===== src/rtl/vote_result_reader_pkg.sv =====
// Shared constants for the vote result reader slice.
//   CNT_W    : width of each candidate tally and of the LED bus
//   NUM_CAND : number of candidates (fixed at 4)
//   ST_*     : FSM state encodings
package vote_pkg;
  localparam int unsigned CNT_W    = 8;
  localparam int unsigned NUM_CAND = 4;

  localparam logic [1:0] ST_IDLE = 2'd0;
  localparam logic [1:0] ST_SCAN = 2'd1;
  localparam logic [1:0] ST_DONE = 2'd2;
endpackage


===== src/rtl/vote_result_reader_if.sv =====
// Bus between the vote logger / board controls and the result reader.
//   mode                  : 0 = voting, 1 = result
//   candN_vote_recvd      : live tally for candidate N
//   candN_button          : display-select pulse for candidate N
//   leds                  : displayed count
//   winner, tie           : scan result (winner 0 = cand1 .. 3 = cand4)
//   result_valid          : leds/winner/tie valid
// master drives the inputs and observes results; slave is the reader.
interface vote_result_reader_if;
  import vote_pkg::*;

  logic             mode;
  logic [CNT_W-1:0] cand1_vote_recvd;
  logic [CNT_W-1:0] cand2_vote_recvd;
  logic [CNT_W-1:0] cand3_vote_recvd;
  logic [CNT_W-1:0] cand4_vote_recvd;
  logic             cand1_button;
  logic             cand2_button;
  logic             cand3_button;
  logic             cand4_button;
  logic [CNT_W-1:0] leds;
  logic [1:0]       winner;
  logic             tie;
  logic             result_valid;

  modport master (
    output mode,
    output cand1_vote_recvd, cand2_vote_recvd, cand3_vote_recvd, cand4_vote_recvd,
    output cand1_button, cand2_button, cand3_button, cand4_button,
    input  leds, winner, tie, result_valid
  );

  modport slave (
    input  mode,
    input  cand1_vote_recvd, cand2_vote_recvd, cand3_vote_recvd, cand4_vote_recvd,
    input  cand1_button, cand2_button, cand3_button, cand4_button,
    output leds, winner, tie, result_valid
  );
endinterface


===== src/rtl/vote_result_reader_max_step.sv =====
// One combinational step of the serial max scan.
//   i_best/i_best_idx/i_tie : running maximum, its index, tie flag
//   i_cand/i_cand_idx       : candidate value under comparison and its index
//   o_best/o_best_idx/o_tie : updated running state
// Equal values set the tie flag but keep the earlier (lower) index.
module vote_max_step
  import vote_pkg::*;
(
  input  logic [CNT_W-1:0] i_best,
  input  logic [1:0]       i_best_idx,
  input  logic             i_tie,
  input  logic [CNT_W-1:0] i_cand,
  input  logic [1:0]       i_cand_idx,
  output logic [CNT_W-1:0] o_best,
  output logic [1:0]       o_best_idx,
  output logic             o_tie
);
  always_comb begin
    o_best     = i_best;
    o_best_idx = i_best_idx;
    o_tie      = i_tie;
    if (i_cand > i_best) begin
      o_best     = i_cand;
      o_best_idx = i_cand_idx;
      o_tie      = 1'b0;
    end else if (i_cand == i_best) begin
      o_tie = 1'b1;
    end
  end
endmodule


===== src/rtl/vote_result_reader.sv =====
// Result-mode reader: on entry to result mode snapshots the four tallies,
// scans them serially (one compare per clock) for winner and tie, then lets
// the candidate buttons select which snapshotted count drives the LEDs.
//   clock  : system clock, all state on posedge
//   reset  : synchronous, active-high
//   bus    : vote_result_reader_if.slave (mode, tallies, buttons, results)
module vote_result_reader
  import vote_pkg::*;
(
  input  logic                 clock,
  input  logic                 reset,
  vote_result_reader_if.slave  bus
);
  logic [1:0]       r_state;
  logic             r_mode_q;
  logic [CNT_W-1:0] r_snap [NUM_CAND];
  logic [1:0]       r_idx;
  logic [CNT_W-1:0] r_best;
  logic [1:0]       r_winner;
  logic             r_tie;
  logic [CNT_W-1:0] r_leds;
  logic             r_valid;

  logic [CNT_W-1:0] w_best;
  logic [1:0]       w_winner;
  logic             w_tie;
  logic             w_btn_hit;
  logic [CNT_W-1:0] w_btn_val;

  vote_max_step u_step (
    .i_best     (r_best),
    .i_best_idx (r_winner),
    .i_tie      (r_tie),
    .i_cand     (r_snap[r_idx]),
    .i_cand_idx (r_idx),
    .o_best     (w_best),
    .o_best_idx (w_winner),
    .o_tie      (w_tie)
  );

  // Lowest-numbered pressed button wins.
  always_comb begin
    w_btn_hit = 1'b1;
    w_btn_val = r_leds;
    if (bus.cand1_button)      w_btn_val = r_snap[0];
    else if (bus.cand2_button) w_btn_val = r_snap[1];
    else if (bus.cand3_button) w_btn_val = r_snap[2];
    else if (bus.cand4_button) w_btn_val = r_snap[3];
    else                       w_btn_hit = 1'b0;
  end

  always_ff @(posedge clock) begin
    if (reset) begin
      r_state  <= ST_IDLE;
      r_mode_q <= 1'b0;
      for (int unsigned i = 0; i < NUM_CAND; i++) r_snap[i] <= '0;
      r_idx    <= '0;
      r_best   <= '0;
      r_winner <= '0;
      r_tie    <= 1'b0;
      r_leds   <= '0;
      r_valid  <= 1'b0;
    end else begin
      r_mode_q <= bus.mode;
      // Leaving result mode aborts anything in progress from any state.
      if (!bus.mode) begin
        r_state  <= ST_IDLE;
        r_idx    <= '0;
        r_best   <= '0;
        r_winner <= '0;
        r_tie    <= 1'b0;
        r_leds   <= '0;
        r_valid  <= 1'b0;
      end else begin
        case (r_state)
          ST_IDLE: begin
            if (!r_mode_q) begin
              r_snap[0] <= bus.cand1_vote_recvd;
              r_snap[1] <= bus.cand2_vote_recvd;
              r_snap[2] <= bus.cand3_vote_recvd;
              r_snap[3] <= bus.cand4_vote_recvd;
              r_best    <= bus.cand1_vote_recvd;
              r_winner  <= '0;
              r_tie     <= 1'b0;
              r_idx     <= 2'd1;
              r_state   <= ST_SCAN;
            end
          end
          ST_SCAN: begin
            r_best   <= w_best;
            r_winner <= w_winner;
            r_tie    <= w_tie;
            r_idx    <= r_idx + 2'd1;
            if (r_idx == 2'd3) begin
              r_state <= ST_DONE;
              r_valid <= 1'b1;
              r_leds  <= w_best;
            end
          end
          ST_DONE: begin
            if (w_btn_hit) r_leds <= w_btn_val;
          end
          default: r_state <= ST_IDLE;
        endcase
      end
    end
  end

  assign bus.leds         = r_leds;
  assign bus.winner       = r_winner;
  assign bus.tie          = r_tie;
  assign bus.result_valid = r_valid;
endmodule

===== src/flat_wrapper.sv =====
// flat-port wrapper written by rule: the top's interface ports become plain ports
module vote_result_reader_flat import vote_pkg::*;
  (clock, reset, bus_mode, bus_cand1_vote_recvd, bus_cand2_vote_recvd, bus_cand3_vote_recvd, bus_cand4_vote_recvd, bus_cand1_button, bus_cand2_button, bus_cand3_button, bus_cand4_button, bus_leds, bus_winner, bus_tie, bus_result_valid);
  vote_result_reader_if bus_i ();
  input  logic clock;
  input  logic reset;
  input wire logic [$bits(bus_i.mode)-1:0] bus_mode;
  input wire logic [$bits(bus_i.cand1_vote_recvd)-1:0] bus_cand1_vote_recvd;
  input wire logic [$bits(bus_i.cand2_vote_recvd)-1:0] bus_cand2_vote_recvd;
  input wire logic [$bits(bus_i.cand3_vote_recvd)-1:0] bus_cand3_vote_recvd;
  input wire logic [$bits(bus_i.cand4_vote_recvd)-1:0] bus_cand4_vote_recvd;
  input wire logic [$bits(bus_i.cand1_button)-1:0] bus_cand1_button;
  input wire logic [$bits(bus_i.cand2_button)-1:0] bus_cand2_button;
  input wire logic [$bits(bus_i.cand3_button)-1:0] bus_cand3_button;
  input wire logic [$bits(bus_i.cand4_button)-1:0] bus_cand4_button;
  output wire logic [$bits(bus_i.leds)-1:0] bus_leds;
  output wire logic [$bits(bus_i.winner)-1:0] bus_winner;
  output wire logic [$bits(bus_i.tie)-1:0] bus_tie;
  output wire logic [$bits(bus_i.result_valid)-1:0] bus_result_valid;
  assign bus_i.mode = bus_mode;
  assign bus_i.cand1_vote_recvd = bus_cand1_vote_recvd;
  assign bus_i.cand2_vote_recvd = bus_cand2_vote_recvd;
  assign bus_i.cand3_vote_recvd = bus_cand3_vote_recvd;
  assign bus_i.cand4_vote_recvd = bus_cand4_vote_recvd;
  assign bus_i.cand1_button = bus_cand1_button;
  assign bus_i.cand2_button = bus_cand2_button;
  assign bus_i.cand3_button = bus_cand3_button;
  assign bus_i.cand4_button = bus_cand4_button;
  assign bus_leds = bus_i.leds;
  assign bus_winner = bus_i.winner;
  assign bus_tie = bus_i.tie;
  assign bus_result_valid = bus_i.result_valid;
  vote_result_reader u_core (.clock(clock), .reset(reset), .bus(bus_i));
endmodule

===== config.mk =====
export PLATFORM = sky130hd
export DESIGN_NAME = vote_result_reader_flat
export DESIGN_NICKNAME = d
export VERILOG_FILES = /design/src/rtl/vote_result_reader_pkg.sv /design/src/rtl/vote_result_reader_if.sv /design/src/rtl/vote_result_reader_max_step.sv /design/src/rtl/vote_result_reader.sv /design/src/flat_wrapper.sv
export SDC_FILE = /design/constraint.sdc
export NUM_CORES = 1
export LEC_CHECK = 0
export BUFFER_PORTS_ARGS = -buffer_cell sky130_fd_sc_hd__buf_2
export CAP_MARGIN = 15
export CORE_MARGIN = 2
export CORE_UTILIZATION = 59
export CTS_BUF_LIST = sky130_fd_sc_hd__clkbuf_4
export DETAILED_ROUTE_END_ITERATION = 8
export PLACE_DENSITY = 0.87
export SLEW_MARGIN = 10
export SYNTH_ARGS = -nofsm -noshare
export SYNTH_HDL_FRONTEND = slang
export SYNTH_SLANG_ARGS = --single-unit

===== constraint.sdc =====
create_clock -name clock -period 3.1 [get_ports clock]
set_clock_uncertainty 0.15 [all_clocks]
set_input_delay 0.465 -clock clock [delete_from_list [all_inputs] [get_ports clock]]
set_output_delay 0.465 -clock clock [all_outputs]
set_load 0.02 [all_outputs]

==> reports/results.txt <==
The tools report the post-synthesis cell count as 340. The post-CTS clock slew at the launch and capture registers of the worst setup and hold paths was 0.10 ns. For the number of antenna violations at the first check in global routing, the log shows 0. The cell area power density was 466 nW/um^2. Across the whole layout, storage elements account for 1500 sq um. Gates resized during post-CTS repair numbered 0.

Internal power comes to 0.00127 W. The type of the worst setup path is reg2reg. In this run switching power makes up 29.1% of total power. The CTS H-tree depth was 3. The top cell type by area accounts for 28.2% of the synthesized area. The slowest library cell on the worst path was sky130_fd_sc_hd__mux4_2. The flow ran to the end, and the final reports show no timing, DRC or antenna violations.

The switching power was 0.000521 W; the largest net degree at the start of global routing was 43. VDD sags by at most 0.000334 V. The async set-reset flop share out of synthesis was 0%; the buffer levels on the longest clock path was 2. The number of hold buffers added after CTS came out at 0.

The run gives 5540 sq um as the placeable core region. The clock reaches the later pin of the worst-skew pair after 0.41 ns. In this run the vertical extent of the chip is 80.0 um. The post-synth net total was 388. STA puts the critical path data required time at 3.24 ns.

The tools report the category of the worst setup path launch point as a flip-flop. TritonCTS built the clock tree. For this run the aggregate overflow at the end of global routing stands at 0. Max-cap check violation count: 0.

After detailed routing, the number of remaining DRC violations is 0. The vias per cell works out to 6.08. The startpoint identified for the worst hold timing path is bus_cand2_vote_recvd[3]. Counting instances, the worst hold path has a depth of 2. The leakage dissipation is 1.59 nW, and the first-pass GRT wire length is 12,800 um.

The highest achievable clock rate was 348 MHz; the count of synthesis-stage warnings from yosys was 0. The initial utilization of the core area, before any placement, comes to 61.5%. The logs give 0 for the final-report hold violation count and 0.946 for the placer's final routability congestion estimate.

The instance area after placement was 3700 sq um. The library cell used most frequently in the layout, excluding fill and tap cells, is sky130_fd_sc_hd__buf_2. Once routing completed, OpenROAD measured the worst setup slack at 0.227 ns. The total number of nets in the final design came out at 431.

The kind of cell adding the most delay to the critical path is compound AO/OA/AOI/OAI gates. The first detailed-routing pass ran for 6 iterations. Dividing the detail-routed wire length by the instance count gives 16.7 um.

The top cell types in the final layout, fill and taps aside, are sky130_fd_sc_hd__buf_2, sky130_fd_sc_hd__nand2_1, sky130_fd_sc_hd__and3_1, sky130_fd_sc_hd__edfxtp_1, sky130_fd_sc_hd__dfxtp_1. The mean instance size in the synthesized netlist works out to 10.0 sq um. Setup repair after global routing left no endpoint under its margin. The endpoint of the worst hold-timing path was u_core.r_snap[1][3]$_SDFFCE_PN0P_. Cell accounting for the most synthesized area: sky130_fd_sc_hd__edfxtp_1.

The logs give 0.00179 W for the total power of the final layout and 29.8% for the clock group share of total power. Measured against its own limit, the worst slew margin works out to 54.2%. Buffer type at the clock tree root: sky130_fd_sc_hd__clkbuf_4.

The logs give 0 for the final number of setup-violating endpoints and 250 for the DRC violation total after the first TritonRoute iteration. The worst-case register-to-register setup slack was 0.23 ns. Buffers placed on the I/O ports in this run total 50. After floorplanning, the core was divided into 27 placement rows. Of the cells placed in the final design, the portion with a size suffix greater than 1 is 25.5%. Sequential elements use 44.1% of the synthesized area. The clock drives 59 sinks. TritonCTS created 9 clock buffers. 0 antenna diodes ended up in the layout. Setup total negative slack on the finished layout was measured at 0 ns. After synthesis the cells add up to 3410 sq um. The tools report the number of global-route vias before repair as 2,558. Combinational cells account for 19.9% of the total power. The filler cell count in the final layout was 415; the remaining antenna violation count was 0. At the pin with the least slew margin, the transition time is 0.686 ns. By area the synthesized netlist is led by sky130_fd_sc_hd__edfxtp_1, sky130_fd_sc_hd__dfxtp_1, sky130_fd_sc_hd__and3_1.

The final period demand of the worst path is 2.87 ns. Summed over all nets, the half-perimeter wirelength after detailed placement is 5590 um. Post-route fraction of the period consumed by the critical path: 92.7%. The number of enable flip-flop cells after synthesis was 32; the largest incremental delay on the critical path was 0.54 ns. Type of the worst min-delay path: in2reg.

The biggest fanout along the worst timing path is 9, and the worst hold margin is 0.200 ns. 51 I/O pins were placed. The run gives 1750 sq um as the area of combinational cells with multiple inputs.

Synthesis inferred 59 register bits. For the total count of max-transition violations in the final report, the log shows 0. At the placement stage, the worst setup path has a slack of 0.138 ns. In the global route stage, overall resource usage came out at 26.4%. The run gives 6400 sq um as the area enclosed by the die boundary. STA classifies the critical path endpoint as a flip-flop.

The detailed router placed 2,795 vias in this run. The final layout contains routed wiring with a total length of 7690 um. At the worst endpoint, the arrival time is 3.01 ns. The area growth from synthesis to layout is 12.6%. The endpoint of the worst register-to-register path was u_core.r_best[6]$_SDFFE_PP0P_. The flip-flop cell with the highest count after synthesis is sky130_fd_sc_hd__edfxtp_1. Of the total power, registers draw 50.3%. The number of buffer and inverter stages on the critical path came out at 1. The signal on the critical path passes through buf_12, mux4_2, ha_1, a21oi_1, o21ai_1, nor2b_2, nor2_2, a311o_1. Horizontal die dimension: 80.0 um. After clock tree synthesis, the setup repair step added 0 buffers. Measured in cells, the most critical reg-to-reg path has a length of 8.

The run gives 48 as the number of unique standard cell types used by synthesis. With fillers left out, the area of the finished cells amounts to 3840 sq um.
-- metal layers --
layer	GRT usage (%)	routed length (um)
met5	0	0
met4	8.47	124
met3	5.88	412
met2	40.0	3470
met1	37.8	3690
-- worst max-delay path by stage --
stage | startpoint | to | slack, ns | cells after the start
floorplan | flip-flop | u_core.r_best[5]$_SDFFE_PP0P_ | 0.33 | 10
global placement | flip-flop | u_core.r_best[1]$_SDFFE_PP0P_ | 0.14 | 8
detailed placement | flip-flop | u_core.r_best[6]$_SDFFE_PP0P_ | 0.14 | 8
CTS | flip-flop | u_core.r_best[6]$_SDFFE_PP0P_ | 0.11 | 8
global route | flip-flop | u_core.r_best[6]$_SDFFE_PP0P_ | 0.13 | 8
finish | flip-flop | u_core.r_best[6]$_SDFFE_PP0P_ | 0.23 | 8
-- worst register-to-register path, delay by kind of cell, from the launching register on --
family	cells	cell delay (ns)
fa+ha+maj	1	0.37
buf+inv	1	0.14
mux	1	0.54
flops	1	0.37
simple gates	2	0.55
compound gates	3	0.63
-- layout make-up --
class,count,share of cell area [%]
Sequential cell,59,39.1
Clock buffer,11,2.15
Tap cell,72,2.35
Multi-Input combinational cell,244,45.6
Timing Repair Buffer,59,8.61
Inverter,10,0.978
Clock inverter,5,1.21
-- per-stage QoR --
step	std cells	utilization, %
final	460	69.2
after global routing	460	69.2
after global placement	444	66.9
after floorplan	340	-
after detailed placement	444	66.9
after CTS	460	69.2
-- cell usage after synthesis, drive strengths merged (3+ instances only) --
master and instances:
mux4 8, o21ai 28, a31oi 7, nor2 21
nand3 9, clkbuf 15, o211ai 3, a21oi 19
nand4 3, a22oi 14, a2bb2oi 5, a311o 7
and2 3, and3 32, nand2 34, nand2b 5
dfxtp 27, mux2i 17, a211oi 3, ha 9
nor2b 3, inv 10, edfxtp 32, buf 12
-- power groups by stage --
| stage | logic [W] | registers, W | clock network (W) |
|---|---|---|---|
| 3_5_place_dp | 0.000350 | 0.000917 | 0 |
| 4_1_cts | 0.000352 | 0.000899 | 0.000543 |
| 3_3_place_gp | 0.000342 | 0.000915 | 0 |
| 2_1_floorplan | 0.000259 | 0.000903 | 0 |
| 6_report | 0.000356 | 0.000900 | 0.000533 |
| 5_1_grt | 0.000386 | 0.000904 | 0.000578 |
-- cell families (layout without fill, tap and decap cells) --
family / count (synthesis) / in the layout / share of synthesized area (%)
AOI/OAI and AO/OA: 91 / 91 / 18.0
and+or+nand+nor: 118 / 118 / 19.1
adders and majority gates: 9 / 9 / 3.30
muxes: 26 / 26 / 10.6
DFF: 59 / 59 / 44.1
buffers and inverters: 37 / 85 / 4.92
-- flip-flops by register name, indices dropped and copies added (netlist names), named ones only --
register and count:
u_core.r_snap 32, u_core.r_idx 2, u_core.bus.winner 2, u_core.bus.result_valid 1
u_core.bus.leds 8, u_core.r_mode_q 1, u_core.bus.tie 1, u_core.r_state 2
u_core.r_best 8
Power figures use the tool's default switching activity.
